--- src/rtl/rr_arbiter_fsm.sv ---
// Four-requester round-robin arbiter: IDLE -> GRANT -> RECOVER -> IDLE, with a
// hold counter that forces release of an owner after MAX_HOLD grant cycles.
module rr_arbiter_fsm #(
  parameter int MAX_HOLD = 16,
  parameter int CW       = 8
) (
  input  logic       clk,
  input  logic       reset,
  input  logic [3:0] req,
  input  logic       done,
  output logic [3:0] gnt,
  output logic [3:0] gnt_early,
  output logic       busy,
  output logic       timeout
);

  typedef enum logic [1:0] {
    IDLE    = 2'd0,
    GRANT   = 2'd1,
    RECOVER = 2'd2
  } state_t;

  localparam logic [CW-1:0] HOLD_LAST = CW'(MAX_HOLD - 1);

  state_t        state, state_next;
  logic [1:0]    owner, owner_next;
  logic [1:0]    ptr, ptr_next;
  logic [CW-1:0] hold_cnt, hold_next;
  logic          to_flag, to_next;

  logic [3:0]    rot;
  logic [1:0]    offset;
  logic [1:0]    winner;
  logic          any_req;

  // Rotate req so bit 0 is the client at ptr, then take the lowest set bit.
  always_comb begin
    any_req = |req;
    rot     = 4'({req, req} >> ptr);
    offset  = 2'd0;
    if (rot[0])      offset = 2'd0;
    else if (rot[1]) offset = 2'd1;
    else if (rot[2]) offset = 2'd2;
    else if (rot[3]) offset = 2'd3;
    winner = ptr + offset;
  end

  always_ff @(posedge clk) begin
    if (!reset) begin
      state    <= IDLE;
      owner    <= 2'd0;
      ptr      <= 2'd0;
      hold_cnt <= '0;
      to_flag  <= 1'b0;
    end else begin
      state    <= state_next;
      owner    <= owner_next;
      ptr      <= ptr_next;
      hold_cnt <= hold_next;
      to_flag  <= to_next;
    end
  end

  // A voluntary release takes priority over the hold limit on the same cycle.
  always_comb begin
    state_next = state;
    owner_next = owner;
    ptr_next   = ptr;
    hold_next  = hold_cnt;
    to_next    = to_flag;
    case (state)
      IDLE: begin
        if (any_req) begin
          state_next = GRANT;
          owner_next = winner;
          hold_next  = '0;
        end
      end
      GRANT: begin
        if (done || !req[owner]) begin
          state_next = RECOVER;
          to_next    = 1'b0;
          ptr_next   = owner + 2'd1;
        end else if (hold_cnt == HOLD_LAST) begin
          state_next = RECOVER;
          to_next    = 1'b1;
          ptr_next   = owner + 2'd1;
        end else begin
          hold_next = hold_cnt + CW'(1);
        end
      end
      RECOVER: begin
        state_next = IDLE;
      end
      default: begin
        state_next = IDLE;
        to_next    = 1'b0;
      end
    endcase
  end

  // gnt_early is the only Mealy output; it is held low while reset is asserted.
  always_comb begin
    gnt       = 4'b0000;
    gnt_early = 4'b0000;
    busy      = 1'b0;
    timeout   = 1'b0;
    case (state)
      IDLE: begin
        if (reset && any_req) gnt_early = 4'b0001 << winner;
      end
      GRANT: begin
        gnt  = 4'b0001 << owner;
        busy = 1'b1;
      end
      RECOVER: begin
        busy    = 1'b1;
        timeout = to_flag;
      end
      default: begin
        gnt = 4'b0000;
      end
    endcase
  end

endmodule

--- config.mk ---
export PLATFORM = sky130hd
export DESIGN_NAME = rr_arbiter_fsm
export DESIGN_NICKNAME = d
export VERILOG_FILES = /design/src/rtl/rr_arbiter_fsm.sv
export SDC_FILE = /design/constraint.sdc
export NUM_CORES = 1
export LEC_CHECK = 0
export ABC_AREA = 1
export CAP_MARGIN = 20
export CORE_MARGIN = 3
export CORE_UTILIZATION = 40
export DETAILED_ROUTE_END_ITERATION = 7
export HOLD_SLACK_MARGIN = 0.06
export PLACE_DENSITY = 0.64
export SLEW_MARGIN = 20
export SYNTH_ARGS = -nofsm -noshare
export SYNTH_HDL_FRONTEND = slang
export SYNTH_SLANG_ARGS = --single-unit
--- constraint.sdc ---
create_clock -name clk -period 3 [get_ports clk]
set_input_delay 0.45 -clock clk [delete_from_list [all_inputs] [get_ports clk]]
set_output_delay 0.45 -clock clk [all_outputs]
set_load 0.02 [all_outputs]
# Word level (Yosys, flattened, before mapping)
# Cells that the tools add are included.
# totals
ff_bits	15
latchBits	0
ram_bits	0
romBits	0
inputBits	7
output_inout_bits	10
wordCells	58
memories	0
# op_classes
n_addsub	3
mul	0
n_div	0
magnitude_cmp	1
n_eq_ne	7
shift	3
mux	24
n_bitwise	1
n_reduce_logical	14
# op_table
op	n
$mux W8	3
$mux W2	9
$pmux W8 S2	1
$mux W4	3
$add A8 B1 Y8 const B	1
$eq A8 B4 Y1 const B	1
$reduce_and A2 Y1	4
$shl A1 B2 Y4 const A	2
$shr A8 B2 Y4	1
$ne A2 B2 Y1 const B	3
$mux W1	5
$pmux W2 S2	1
$reduce_and A4 Y1	1
$reduce_bool A2 Y1	2
$reduce_or A2 Y1	2
$reduce_or A4 Y1	1
$lt A2 B3 Y1 const B	1
$ne A3 B3 Y1 const B	1
$add A2 B1 Y2 const B	1
$add A2 B2 Y2	1
$bmux W1 S2	1
$eq A2 B1 Y1 const B	1
$eq A2 B2 Y1 const B	1
$logic_not A2 Y1	1
other kinds (5)	5

# Longest topological paths before layout
# Gate-level depths: netlist of the first run.
# depth
word_depth	9
depth_mapped	13
mapped_depth_nobuf	13

# Least setup slack after synthesis of the first run
# No wires, ideal clock.
# synth_timing
kind	input to output
startpoint	input req[0]
endpoint	output gnt_early[0]
arrival_time_ps	1929
required_ps	2550
slack_ps	621
stages	11
path_buffers	0
cell_sequence	nand2_1 -> nand2_1 -> nand2_1 -> nand2_1 -> nand2_1 -> a21boi_0 -> ha_1 -> xor2_1 -> nand3b_4 -> nand3_2 -> nor2_1
# synth_between
elab_chain_cells	9
# synth_rtl
item	line	rtl
start, declared	9	input logic [3:0] req,
$shr A8 B2 Y4	39	rot = 4'({req, req} >> ptr);
$mux W2	44	else if (rot[3]) offset = 2'd3;
$mux W2	43	else if (rot[2]) offset = 2'd2;
$mux W2	42	else if (rot[1]) offset = 2'd1;
$mux W2	41	if (rot[0]) offset = 2'd0;
$add A2 B2 Y2	45	winner = ptr + offset;
$shl A1 B2 Y4	110	if (reset && any_req) gnt_early = 4'b0001 << winner;
$mux W4 *	110	
$mux W4 *	108	case (state)
end, declared	12	output logic [3:0] gnt_early,
# Every way passes the cells marked *; elsewhere a longest branch is shown, timed or not.

# Worst setup path after layout of the first run
# Same ends and word-level chain as after synthesis.

==> metrics.txt, run 1 <==
# TYPE chip_impl_metric gauge
chip_impl_info{name="run_status",value="finished clean"} 1
chip_impl_info{name="crit_path_end_kind",value="primary output"} 1
chip_impl_metric{name="total_routing_usage_reported_by_global_routing",unit="%"} 14.93
chip_impl_metric{name="yosysSeqAreaShare",unit="%"} 21.94
chip_impl_metric{name="grt_pass1_vias",unit=""} 1203
chip_impl_metric{name="area_growth",unit="%"} 18.46
chip_impl_metric{name="drc",unit=""} 0
chip_impl_metric{name="floorplan.initialDensity",unit="%"} 43.41
chip_impl_metric{name="globalRoute.totalOverflow",unit=""} 0
chip_impl_metric{name="route.layer.met1.wl",unit="um"} 1388
chip_impl_info{name="yosys-top-cells-area",value="sky130_fd_sc_hd__dfxtp_1 (22%), sky130_fd_sc_hd__nand2_1 (14%), sky130_fd_sc_hd__ha_1 (8.2%)"} 1
chip_impl_info{name="timing.critical_path.to",value="gnt_early[0]"} 1
chip_impl_metric{name="vdd.ir_drop.worst",unit="mV"} 0.3279
chip_impl_info{name="rr_startpoint",value="ptr[0]"} 1
chip_impl_metric{name="postCtsSetupRepairBufs",unit=""} 0
chip_impl_metric{name="numCtsBuffers",unit=""} 3
chip_impl_metric{name="setup_violating_endpoint_count_in_the_final_report",unit=""} 0
chip_impl_metric{name="drive_gt1_share",unit="%"} 27.23
chip_impl_info{name="worstSetupStartpoint",value="req[0]"} 1
chip_impl_metric{name="cts_max_level",unit=""} 1
chip_impl_metric{name="postRouteAntennaNets",unit=""} 0
chip_impl_metric{name="timing.max_slew.rel_slack",unit="%"} 71.44
chip_impl_metric{name="design.final.nets",unit=""} 241
chip_impl_metric{name="finalCritPeriodShare",unit="%"} 92.10
chip_impl_metric{name="mappedNetlistNets",unit=""} 215
chip_impl_metric{name="ys_seq_elements",unit=""} 15
chip_impl_info{name="synth_largest_area_cell",value="sky130_fd_sc_hd__dfxtp_1"} 1
chip_impl_info{name="top_signal_layer_used",value="met4"} 1
chip_impl_metric{name="hold_buffers_post_cts",unit=""} 0
chip_impl_metric{name="routed_wl",unit="um"} 2704
chip_impl_metric{name="max-clock-path-buffers",unit=""} 2
chip_impl_metric{name="initialDrtViolationCount",unit=""} 103
chip_impl_metric{name="gpl_congestion",unit=""} 0.7735
chip_impl_metric{name="r2r_cells",unit=""} 13
chip_impl_info{name="cp-start-kind",value="input pin"} 1
chip_impl_metric{name="antenna_cells_inserted",unit=""} 0
chip_impl_metric{name="final_core_util",unit="%"} 51.43
chip_impl_info{name="timing.hold.worst.class",value="flip-flop to flip-flop"} 1
chip_impl_metric{name="fillCellCount",unit=""} 356
chip_impl_info{name="setup.worst_path.class",value="input pin to primary output"} 1
chip_impl_metric{name="chipWidth",unit="um"} 64.50
chip_impl_metric{name="cts_sinks",unit=""} 15
chip_impl_info{name="rsz0062_at_grt",value="true"} 1
chip_impl_metric{name="area_occupied_by_multi_input_gates",unit="um2"} 910.9
chip_impl_metric{name="largest_net_degree_at_the_start_of_global_routing",unit=""} 15
chip_impl_metric{name="timing_worst_slew_pin_value",unit="ps"} 428.4
chip_impl_info{name="postSynth.topFlopCell",value="sky130_fd_sc_hd__dfxtp_1"} 1
chip_impl_metric{name="cp_data_arrival_time",unit="ps"} 2310
chip_impl_metric{name="place_worst_setup_slack",unit="ps"} -283.4
chip_impl_metric{name="synth.distinct_cells",unit=""} 29
chip_impl_metric{name="dpl.hpwl",unit="um"} 2141
chip_impl_metric{name="synth_edf_count",unit=""} 0
chip_impl_metric{name="vias",unit=""} 1246
chip_impl_metric{name="reg2reg_slack",unit="ps"} 1050
chip_impl_metric{name="vias_per_cell",unit=""} 4.649
chip_impl_metric{name="p_total",unit="mW"} 0.9383
chip_impl_info{name="reg2reg_to",value="owner[1]"} 1
chip_impl_metric{name="core_area",unit="um2"} 3153
chip_impl_metric{name="synth_async_sr_flop_share",unit="%"} 0
chip_impl_metric{name="synth.yosys.warnings",unit=""} 0
chip_impl_metric{name="design.die.area",unit="um2"} 4160
chip_impl_metric{name="detailed_routed_wire_length_on_met2",unit="um"} 1170
chip_impl_metric{name="p_leak",unit="nW"} 0.7603
chip_impl_metric{name="synthesized_instance_count",unit=""} 199
chip_impl_info{name="synth_common_cells",value="sky130_fd_sc_hd__nand2_1 (52), sky130_fd_sc_hd__inv_1 (22), sky130_fd_sc_hd__nor2_1 (21)"} 1
chip_impl_metric{name="setup_ws",unit="ps"} 237.0
chip_impl_metric{name="final_period_minus_worst_setup_slack",unit="ps"} 2763
chip_impl_metric{name="post-synth-top-area-fraction",unit="%"} 21.94
chip_impl_metric{name="finalHoldViolations",unit=""} 0
chip_impl_metric{name="sequential_cell_area",unit="um2"} 300.3
chip_impl_metric{name="synth.cell_area",unit="um2"} 1369
chip_impl_metric{name="core.rowCount",unit=""} 20
chip_impl_metric{name="drt_first_pass_iters",unit=""} 4
chip_impl_metric{name="met3_wirelength",unit="um"} 94
chip_impl_metric{name="dieHeight",unit="um"} 64.50
chip_impl_metric{name="grt_first_pass_wirelength",unit="um"} 5009
chip_impl_info{name="cts.root.buffer_cell",value="sky130_fd_sc_hd__clkbuf_4"} 1
chip_impl_metric{name="final-max-slew-violation-count",unit=""} 0
chip_impl_metric{name="cts.clk_slew.worst_paths",unit="ps"} 100
chip_impl_metric{name="worstSkewPairLatency",unit="ps"} 300
chip_impl_metric{name="max_capacitance_violation_count",unit=""} 0
chip_impl_metric{name="synth_area_per_cell",unit="um2"} 6.878
chip_impl_metric{name="design.portCount",unit=""} 17
chip_impl_metric{name="finalSetupTns",unit="ps"} 0
chip_impl_metric{name="pwr_density_cell",unit="nW/um2"} 578.7
chip_impl_info{name="yosys.cell_count.top_type",value="sky130_fd_sc_hd__nand2_1"} 1
chip_impl_metric{name="required",unit="ps"} 2550
chip_impl_metric{name="numPortBuffers",unit=""} 16
chip_impl_metric{name="fmax",unit="GHz"} 0.3619
chip_impl_metric{name="crit_fanout",unit=""} 3
chip_impl_info{name="clock_tree_from_tritoncts",value="done"} 1
chip_impl_metric{name="initial_antenna_violation_count",unit=""} 0
chip_impl_metric{name="detail_route.wl_per_cell",unit="um"} 10.09
chip_impl_metric{name="final.setup_skew",unit="ps"} 7.707
-- kinds of logic after synthesis --
group                      synth area share (%)
and+or+nand+nor                           45.52
buffers and inverters                     11.52
AOI/OAI and AO/OA                         10.24
DFF                                       21.94
adders and majority gates                 8.227
xor gates and xnor gates                  2.560
-- placed cells by master, fill, tap and decap left out --
cell,count
sky130_fd_sc_hd__nand3b_4,1
sky130_fd_sc_hd__nand2_2,7
sky130_fd_sc_hd__ha_1,9
sky130_fd_sc_hd__nor2_2,1
sky130_fd_sc_hd__nand2_4,3
sky130_fd_sc_hd__clkbuf_4,3
sky130_fd_sc_hd__dfxtp_1,15
sky130_fd_sc_hd__xnor2_1,2
sky130_fd_sc_hd__clkbuf_1,1
sky130_fd_sc_hd__clkbuf_2,2
sky130_fd_sc_hd__inv_2,7
sky130_fd_sc_hd__inv_1,22
sky130_fd_sc_hd__o31ai_1,1
sky130_fd_sc_hd__nand3_4,1
sky130_fd_sc_hd__a21oi_2,8
sky130_fd_sc_hd__xor2_1,2
sky130_fd_sc_hd__nand2_1,52
sky130_fd_sc_hd__nor2_4,1
sky130_fd_sc_hd__a21boi_1,1
sky130_fd_sc_hd__nand3_2,11
sky130_fd_sc_hd__nor2_1,21
sky130_fd_sc_hd__nand3_1,15
sky130_fd_sc_hd__o21bai_1,1
sky130_fd_sc_hd__or2_2,2
sky130_fd_sc_hd__clkdlybuf4s50_1,12
sky130_fd_sc_hd__buf_4,12
sky130_fd_sc_hd__nand4_1,3
sky130_fd_sc_hd__o21ai_2,2
sky130_fd_sc_hd__o21ai_1,1
sky130_fd_sc_hd__a21oi_1,5
-- layout make-up --
class | count | area share (%)
sequential | 15 | 18.52
timing repair buffer | 26 | 13.58
tap | 44 | 3.395
clock buffer | 4 | 1.620
inverter | 29 | 6.713
multi-input combinational | 150 | 56.17
-- repair_timing --
action                                 CTS  global route
gates cloned                             0             0
setup endpoints to repair                4             4
gates resized for setup                  6            11
endpoints found under the hold margin    0             0
-- through the flow --
step                area [um2]  hold WS (ps)  instances
finish                    1622         497.8        268
global route              1622         531.4        268
CTS                       1634         496.5        268
detailed placement        1610         481.5        264
global placement          1610         482.1        264
floorplan                 1369         451.4        199
-- critical path: stages --
cell and delay, ps:
sky130_fd_sc_hd__clkdlybuf4s50_1 510, sky130_fd_sc_hd__nand2_1 80, sky130_fd_sc_hd__nand2_1 80, sky130_fd_sc_hd__nand2_1 60
sky130_fd_sc_hd__nand2_1 70, sky130_fd_sc_hd__nand2_1 40, sky130_fd_sc_hd__a21boi_1 120, sky130_fd_sc_hd__ha_1 170
sky130_fd_sc_hd__xor2_1 180, sky130_fd_sc_hd__nand3b_4 190, sky130_fd_sc_hd__nand3_2 100, sky130_fd_sc_hd__nor2_1 100
sky130_fd_sc_hd__buf_4 150
-- registers in the layout, indices dropped and copies added, names as in the netlist --
| register | count |
|---|---|
| ptr | 2 |
| to_flag | 1 |
| state | 2 |
| hold_cnt | 8 |
| owner | 2 |
-- worst min-delay path by stage --
stage / from / end / slack [ps] / cells past startpoint
floorplan: to_flag / to_flag / 450 / 2
global placement: to_flag / to_flag / 480 / 2
detailed placement: state[1] / state[1] / 480 / 2
CTS: state[1] / state[1] / 500 / 2
global route: state[0] / state[0] / 530 / 2
finish: state[1] / state[1] / 500 / 2
-- power by group --
group	total (mW)	internal (mW)	switching, mW
Clock	0.125	0.0519	0.0736
Combinational	0.544	0.222	0.322
Sequential	0.268	0.231	0.0376
-- routing by layer --
| layer | track usage [%] | up-vias |
|---|---|---|
| li1 | - | 679 |
| met1 | 18.76 | 543 |
| met2 | 25.13 | 19 |
| met3 | 2.426 | 5 |
| met4 | 6.332 | 0 |
| met5 | 0 | - |
Note: power is estimated with default switching activity, not from simulation.
==> run 2: changes to the inputs <==
Settings changed: CORE_MARGIN 3 to default, PLACE_DENSITY 0.64 to default.
==> run 2 against run 1 <==
Compared with the run above: clock power fell by 5%; combinational power rose by 1%; worst setup slack got worse by 67 ps; maximum frequency fell by 2.4%; first-iteration DRC count fell by 55%; cell count did not move; clock skew fell by 5.4 ps; critical path type unchanged.
==> metrics.txt, run 2 (same netlist as run 1, synthesis figures left out) <==
# TYPE chip_impl_metric gauge
chip_impl_metric{name="routed_wl",unit="um"} 3106
chip_impl_metric{name="finalCritPeriodShare",unit="%"} 94.34
chip_impl_metric{name="pwr_density_cell",unit="nW/um2"} 577.8
chip_impl_info{name="leading_cell_type_in_the_layout_fill_and_taps_excluded",value="sky130_fd_sc_hd__nand2_1"} 1
chip_impl_metric{name="fillCellCount",unit=""} 353
chip_impl_metric{name="globalRoute.totalOverflow",unit=""} 0
chip_impl_metric{name="floorplan.initialDensity",unit="%"} 43.41
chip_impl_metric{name="p_leak",unit="nW"} 0.7574
chip_impl_metric{name="r2r_cells",unit=""} 13
chip_impl_metric{name="power_report.internal_total",unit="mW"} 0.5006
chip_impl_metric{name="power.switching_fraction",unit="%"} 46.73
chip_impl_metric{name="final_period_minus_worst_setup_slack",unit="ps"} 2830
chip_impl_metric{name="sequential_cell_area",unit="um2"} 300.3
chip_impl_metric{name="seq_power_share",unit="%"} 28.8
chip_impl_metric{name="fmax",unit="GHz"} 0.3533
chip_impl_metric{name="reg2reg_slack",unit="ps"} 990
chip_impl_info{name="run_status",value="finished clean"} 1
chip_impl_metric{name="area_occupied_by_multi_input_gates",unit="um2"} 920.9
chip_impl_metric{name="required",unit="ps"} 2550
chip_impl_metric{name="numCtsBuffers",unit=""} 3
chip_impl_metric{name="place_worst_setup_slack",unit="ps"} -297.8
chip_impl_metric{name="grt_pass1_vias",unit=""} 1230
chip_impl_info{name="cts.root.buffer_cell",value="sky130_fd_sc_hd__clkbuf_4"} 1
chip_impl_metric{name="p_clk_share",unit="%"} 12.6
chip_impl_metric{name="drive_gt1_share",unit="%"} 28.13
chip_impl_info{name="setup.worst_path.class",value="input pin to primary output"} 1
chip_impl_info{name="hold_start",value="state[1]"} 1
chip_impl_metric{name="vias_per_cell",unit=""} 4.813
chip_impl_metric{name="design.portCount",unit=""} 17
chip_impl_metric{name="largest_register_ffs",unit=""} 8
chip_impl_metric{name="numPlacedInstances",unit=""} 264
chip_impl_metric{name="postRouteAntennaNets",unit=""} 0
chip_impl_metric{name="numPortBuffers",unit=""} 16
chip_impl_metric{name="timing_worst_slew_pin_value",unit="ps"} 455.6
chip_impl_metric{name="cts.clk_slew.worst_paths",unit="ps"} 90
chip_impl_metric{name="vias",unit=""} 1290
chip_impl_metric{name="final-max-slew-violation-count",unit=""} 0
chip_impl_metric{name="area_growth",unit="%"} 18.83
chip_impl_metric{name="worstSkewPairLatency",unit="ps"} 280
chip_impl_metric{name="switching_power",unit="mW"} 0.4392
chip_impl_info{name="layout_common_cells",value="sky130_fd_sc_hd__nand2_1 (52), sky130_fd_sc_hd__inv_1 (22), sky130_fd_sc_hd__nor2_1 (21)"} 1
chip_impl_metric{name="crit_fanout",unit=""} 3
chip_impl_metric{name="hold_buffers_post_cts",unit=""} 0
chip_impl_metric{name="cp_data_arrival_time",unit="ps"} 2380
chip_impl_metric{name="initialDrtViolationCount",unit=""} 46
chip_impl_metric{name="setup_violating_endpoint_count_in_the_final_report",unit=""} 0
chip_impl_info{name="largest-register",value="hold_cnt"} 1
chip_impl_metric{name="cts_max_level",unit=""} 1
chip_impl_metric{name="core.rowCount",unit=""} 20
chip_impl_metric{name="dpl.hpwl",unit="um"} 2430
chip_impl_metric{name="power_frac_comb",unit="%"} 58.6
chip_impl_metric{name="detail_route.wl_per_cell",unit="um"} 11.59
chip_impl_metric{name="max_capacitance_violation_count",unit=""} 0
chip_impl_metric{name="cts_sinks",unit=""} 15
chip_impl_metric{name="p_total",unit="mW"} 0.9398
chip_impl_info{name="crit_path_end_kind",value="primary output"} 1
chip_impl_metric{name="chipWidth",unit="um"} 60.50
chip_impl_metric{name="timing.max_slew.rel_slack",unit="%"} 69.63
chip_impl_metric{name="largest_net_degree_at_the_start_of_global_routing",unit=""} 15
chip_impl_metric{name="setup_ws",unit="ps"} 169.7
chip_impl_metric{name="hold-path-cell-count",unit=""} 2
chip_impl_info{name="holdPathEnd",value="state[1]"} 1
chip_impl_metric{name="finalHoldViolations",unit=""} 0
chip_impl_info{name="reg2reg_to",value="owner[1]"} 1
chip_impl_info{name="cp-start-kind",value="input pin"} 1
chip_impl_metric{name="gpl_congestion",unit=""} 0.8372
chip_impl_metric{name="total_routing_usage_reported_by_global_routing",unit="%"} 19.06
chip_impl_metric{name="grt_first_pass_wirelength",unit="um"} 5188
chip_impl_metric{name="antenna_cells_inserted",unit=""} 0
chip_impl_info{name="clock_tree_from_tritoncts",value="done"} 1
chip_impl_metric{name="layoutNonFillerInstCount",unit=""} 268
chip_impl_metric{name="postCtsSetupRepairBufs",unit=""} 0
chip_impl_metric{name="vdd.ir_drop.worst",unit="mV"} 0.2333
chip_impl_metric{name="design.final.nets",unit=""} 241
chip_impl_metric{name="final.setup_skew",unit="ps"} 2.279
chip_impl_metric{name="drt_first_pass_iters",unit=""} 4
chip_impl_info{name="timing.hold.worst.class",value="flip-flop to flip-flop"} 1
chip_impl_metric{name="max-clock-path-buffers",unit=""} 2
chip_impl_metric{name="drc",unit=""} 0
chip_impl_metric{name="initial_antenna_violation_count",unit=""} 0
chip_impl_metric{name="design.die.area",unit="um2"} 3660
chip_impl_metric{name="core_area",unit="um2"} 3153
chip_impl_metric{name="dieHeight",unit="um"} 60.50
chip_impl_info{name="rr_startpoint",value="ptr[0]"} 1
## run 2: changes by cell type in the layout (fill, tap and decap cells not counted)
cell,before,now
sky130_fd_sc_hd__xor2_2,0,1
sky130_fd_sc_hd__clkbuf_2,2,3
sky130_fd_sc_hd__xor2_1,2,1
sky130_fd_sc_hd__buf_4,12,10
sky130_fd_sc_hd__ha_2,0,1
sky130_fd_sc_hd__buf_2,0,1
sky130_fd_sc_hd__ha_1,9,8
## run 2: timing repair
action,4_1_cts,5_1_grt
resized for setup,7,9
endpoints found under the setup margin,4,4
pin swaps,0,0
## run 2: worst max path at each step
stage            from      endpoint
5_1_grt        req[2]  gnt_early[0]
6_report       req[2]  gnt_early[2]
2_1_floorplan  req[0]  gnt_early[0]
3_3_place_gp   req[1]  gnt_early[0]
4_1_cts        req[2]  gnt_early[2]
3_5_place_dp   req[2]  gnt_early[0]
## run 2: layout make-up
type / instances / area share [%]
well taps: 44 / 3.385
clock buffers: 4 / 1.615
repair buffers: 26 / 13.23
multi-input cells: 150 / 56.62
flip-flops and latches: 15 / 18.46
inverters: 29 / 6.692
## run 2: per-stage QoR
stage	instance area (um2)	setup TNS [ps]	util, %	hold WS, ps
floorplan	1369	0	-	451.4
global placement	1610	-786.4	51.07	468.8
detailed placement	1610	-1063	51.07	479.7
CTS	1635	0	51.87	493.0
global route	1627	-14.12	51.59	522.4
finish	1627	0	51.59	491.0
## run 2: power by group through the flow
stage,clock network [mW],logic (mW),registers (mW)
2_1_floorplan,0,0.426,0.261
3_3_place_gp,0,0.547,0.273
3_5_place_dp,0,0.560,0.274
4_1_cts,0.124,0.557,0.269
5_1_grt,0.131,0.622,0.276
6_report,0.119,0.551,0.270
## run 2: per-layer routing
metal	vias to the layer above	GRT usage [%]	wire length, um
li1	675	-	-
met1	594	20.08	1354
met2	17	38.93	1674
met3	4	1.279	44
met4	0	6.818	32
met5	-	0	0
## run 2: critical path: stages
cell,delay (ps)
sky130_fd_sc_hd__clkdlybuf4s50_1,530
sky130_fd_sc_hd__nand2_1,100
sky130_fd_sc_hd__nand2_1,90
sky130_fd_sc_hd__nand2_1,60
sky130_fd_sc_hd__nand2_1,70
sky130_fd_sc_hd__nand2_1,40
sky130_fd_sc_hd__a21boi_1,130
sky130_fd_sc_hd__ha_2,210
sky130_fd_sc_hd__xor2_2,170
sky130_fd_sc_hd__buf_4,140
sky130_fd_sc_hd__nand2_4,60
sky130_fd_sc_hd__nand2_4,60
sky130_fd_sc_hd__nand2_2,40
sky130_fd_sc_hd__nor2_2,70
sky130_fd_sc_hd__clkbuf_2,170
==> run 3: changes to the inputs <==
Settings changed: CORE_MARGIN from default to 2, PLACE_DENSITY from default to 0.68.
==> run 3 against run 2 <==
Compared with the run above: cell count is 0.75% higher; hold slack improved by 1.3 ps; clock-buffer cell count fell by 1; die area grew 6.7%; critical endpoint unchanged.
==> metrics.txt, run 3 (same netlist as run 1, synthesis figures left out) <==
# TYPE chip_impl_metric gauge
chip_impl_info{name="run_status",value="finished clean"} 1
chip_impl_metric{name="max-clock-path-buffers",unit=""} 2
chip_impl_metric{name="core.rowCount",unit=""} 21
chip_impl_metric{name="numPortBuffers",unit=""} 16
chip_impl_metric{name="r2r_cells",unit=""} 13
chip_impl_metric{name="power_frac_comb",unit="%"} 57.8
chip_impl_info{name="clock_tree_from_tritoncts",value="done"} 1
chip_impl_metric{name="largest_net_degree_at_the_start_of_global_routing",unit=""} 15
chip_impl_metric{name="cp_data_arrival_time",unit="ps"} 2320
chip_impl_metric{name="worstSkewPairLatency",unit="ps"} 300
chip_impl_info{name="worstSetupStartpoint",value="req[0]"} 1
chip_impl_metric{name="initialDrtViolationCount",unit=""} 49
chip_impl_metric{name="gpl_congestion",unit=""} 0.8165
chip_impl_metric{name="power.switching_fraction",unit="%"} 46.73
chip_impl_metric{name="area_growth",unit="%"} 19.29
chip_impl_metric{name="drive_gt1_share",unit="%"} 28.57
chip_impl_metric{name="vdd.ir_drop.worst",unit="mV"} 0.2915
chip_impl_metric{name="dpl.hpwl",unit="um"} 2131
chip_impl_metric{name="setup_ws",unit="ps"} 228.3
chip_impl_metric{name="switching_power",unit="mW"} 0.4398
chip_impl_metric{name="fmax",unit="GHz"} 0.3608
chip_impl_metric{name="crit_fanout",unit=""} 3
chip_impl_metric{name="p_leak",unit="nW"} 0.7611
chip_impl_metric{name="design.die.area",unit="um2"} 3906
chip_impl_info{name="layout_common_cells",value="sky130_fd_sc_hd__nand2_1 (52), sky130_fd_sc_hd__inv_1 (22), sky130_fd_sc_hd__nor2_1 (21)"} 1
chip_impl_metric{name="chipWidth",unit="um"} 62.50
chip_impl_metric{name="required",unit="ps"} 2550
chip_impl_metric{name="final.setup_skew",unit="ps"} 5.839
chip_impl_info{name="rr_startpoint",value="ptr[0]"} 1
chip_impl_metric{name="hold-path-cell-count",unit=""} 2
chip_impl_metric{name="core_area",unit="um2"} 3311
chip_impl_metric{name="p_total",unit="mW"} 0.9412
chip_impl_info{name="setup.worst_path.class",value="input pin to primary output"} 1
chip_impl_metric{name="drc",unit=""} 0
chip_impl_metric{name="largest_register_ffs",unit=""} 8
chip_impl_info{name="largest-register",value="hold_cnt"} 1
chip_impl_info{name="cts.root.buffer_cell",value="sky130_fd_sc_hd__clkbuf_4"} 1
chip_impl_metric{name="drt_first_pass_iters",unit=""} 4
chip_impl_metric{name="cts_max_level",unit=""} 1
chip_impl_metric{name="final_cell_area",unit="um2"} 1633
chip_impl_info{name="timing.hold.worst.class",value="flip-flop to flip-flop"} 1
chip_impl_metric{name="place_worst_setup_slack",unit="ps"} -292.4
chip_impl_metric{name="seq_power_share",unit="%"} 28.8
chip_impl_metric{name="cts_sinks",unit=""} 15
chip_impl_metric{name="setup_violating_endpoint_count_in_the_final_report",unit=""} 0
chip_impl_metric{name="postCtsSetupRepairBufs",unit=""} 0
chip_impl_metric{name="vias_per_cell",unit=""} 4.652
chip_impl_metric{name="detail_route.wl_per_cell",unit="um"} 10.27
chip_impl_metric{name="finalCritPeriodShare",unit="%"} 92.39
chip_impl_metric{name="grt_pass1_vias",unit=""} 1239
chip_impl_info{name="hold_start",value="state[1]"} 1
chip_impl_info{name="crit_path_end_kind",value="primary output"} 1
chip_impl_metric{name="vias",unit=""} 1256
chip_impl_metric{name="final_period_minus_worst_setup_slack",unit="ps"} 2772
chip_impl_metric{name="max_capacitance_violation_count",unit=""} 0
chip_impl_metric{name="initial_antenna_violation_count",unit=""} 0
chip_impl_metric{name="grt_first_pass_wirelength",unit="um"} 5202
chip_impl_metric{name="timing_worst_slew_pin_value",unit="ps"} 430.1
chip_impl_metric{name="cts.clk_slew.worst_paths",unit="ps"} 100
chip_impl_metric{name="routed_wl",unit="um"} 2773
chip_impl_metric{name="dieHeight",unit="um"} 62.50
chip_impl_metric{name="post_dp_cell_area",unit="um2"} 1613
chip_impl_metric{name="p_clk_share",unit="%"} 13.4
chip_impl_metric{name="antenna_cells_inserted",unit=""} 0
chip_impl_info{name="leading_cell_type_in_the_layout_fill_and_taps_excluded",value="sky130_fd_sc_hd__nand2_1"} 1
chip_impl_metric{name="globalRoute.totalOverflow",unit=""} 0
chip_impl_metric{name="timing.max_slew.rel_slack",unit="%"} 71.33
chip_impl_metric{name="final-max-slew-violation-count",unit=""} 0
chip_impl_metric{name="pwr_density_cell",unit="nW/um2"} 576.5
chip_impl_info{name="rsz0062_at_grt",value="false"} 1
chip_impl_metric{name="postRouteAntennaNets",unit=""} 0
chip_impl_metric{name="design.final.nets",unit=""} 241
chip_impl_metric{name="numCtsBuffers",unit=""} 3
chip_impl_metric{name="design.portCount",unit=""} 17
chip_impl_metric{name="power_report.internal_total",unit="mW"} 0.5014
chip_impl_info{name="cp-start-kind",value="input pin"} 1
chip_impl_metric{name="total_routing_usage_reported_by_global_routing",unit="%"} 16.07
chip_impl_info{name="holdPathEnd",value="state[1]"} 1
chip_impl_metric{name="floorplan.initialDensity",unit="%"} 41.35
chip_impl_metric{name="finalHoldViolations",unit=""} 0
chip_impl_metric{name="reg2reg_slack",unit="ps"} 1060
chip_impl_info{name="reg2reg_to",value="owner[1]"} 1
run 3: cell count changes in the layout (fill, tap and decap cells not counted), sizes merged:
| cell | previous run | this run |
|---|---|---|
| buf | 11 | 12 |
| clkinv | 0 | 1 |
| clkbuf | 7 | 5 |
run 3: power by group through the flow:
| stage | clock network (mW) | registers, mW | logic (mW) |
|---|---|---|---|
| 2_1_floorplan | 0 | 0.261 | 0.426 |
| 6_report | 0.126 | 0.271 | 0.544 |
| 5_1_grt | 0.139 | 0.277 | 0.619 |
| 3_3_place_gp | 0 | 0.274 | 0.543 |
| 4_1_cts | 0.131 | 0.270 | 0.545 |
| 3_5_place_dp | 0 | 0.275 | 0.550 |
run 3: metrics by stage:
| step | std cells | utilization, % | hold slack (ps) | setup TNS [ps] |
|---|---|---|---|---|
| 2_1_floorplan | 199 | - | 451.4 | 0 |
| 3_3_place_gp | 266 | 48.72 | 473.0 | -977.4 |
| 3_5_place_dp | 266 | 48.72 | 479.3 | -1076 |
| 4_1_cts | 270 | 49.51 | 497.8 | 0 |
| 5_1_grt | 270 | 49.32 | 540.0 | 0 |
| 6_report | 270 | 49.32 | 492.3 | 0 |
run 3: cell type report:
class / count / area [um2]
fillers: 367 / 1678
clock buffers: 3 / 22.52
clock inverters: 1 / 5.005
repair buffers: 26 / 217.7
multi-input cells: 150 / 920.9
inverters: 29 / 108.9
flip-flops and latches: 15 / 300.3
well taps: 46 / 57.56
run 3: worst max-delay path, stage by stage:
cell                              delay [ps]
sky130_fd_sc_hd__clkdlybuf4s50_1         520
sky130_fd_sc_hd__nand2_1                  80
sky130_fd_sc_hd__nand2_1                  90
sky130_fd_sc_hd__nand2_1                  60
sky130_fd_sc_hd__nand2_1                  70
sky130_fd_sc_hd__nand2_1                  40
sky130_fd_sc_hd__a21boi_1                120
sky130_fd_sc_hd__ha_2                    200
sky130_fd_sc_hd__xor2_2                  150
sky130_fd_sc_hd__buf_4                   140
sky130_fd_sc_hd__nand2_4                  60
sky130_fd_sc_hd__nand2_4                  60
sky130_fd_sc_hd__nand2_2                  50
sky130_fd_sc_hd__nor2_2                   70
sky130_fd_sc_hd__buf_2                   160
run 3: layer usage:
layer / up-vias / global-route usage, % / wire length [um]
li1: 673 / - / -
met1: 558 / 20.42 / 1385
met2: 19 / 26.61 / 1250
met3: 6 / 2.162 / 74
met4: 0 / 8.056 / 62
met5: - / 0 / 0
run 3: how the worst max path moves through the flow:
stage              endpoint  depth (start not counted)
6_report       gnt_early[2]                         15
4_1_cts        gnt_early[2]                         15
3_3_place_gp   gnt_early[2]                         15
3_5_place_dp   gnt_early[0]                         13
5_1_grt        gnt_early[0]                         13
2_1_floorplan  gnt_early[0]                         11
run 3: what timing repair did:
action	in CTS	in global routing
gates cloned	0	0
pin swaps	0	0
gates resized for setup	7	11
hold buffers	0	0
setup endpoints to repair	4	4
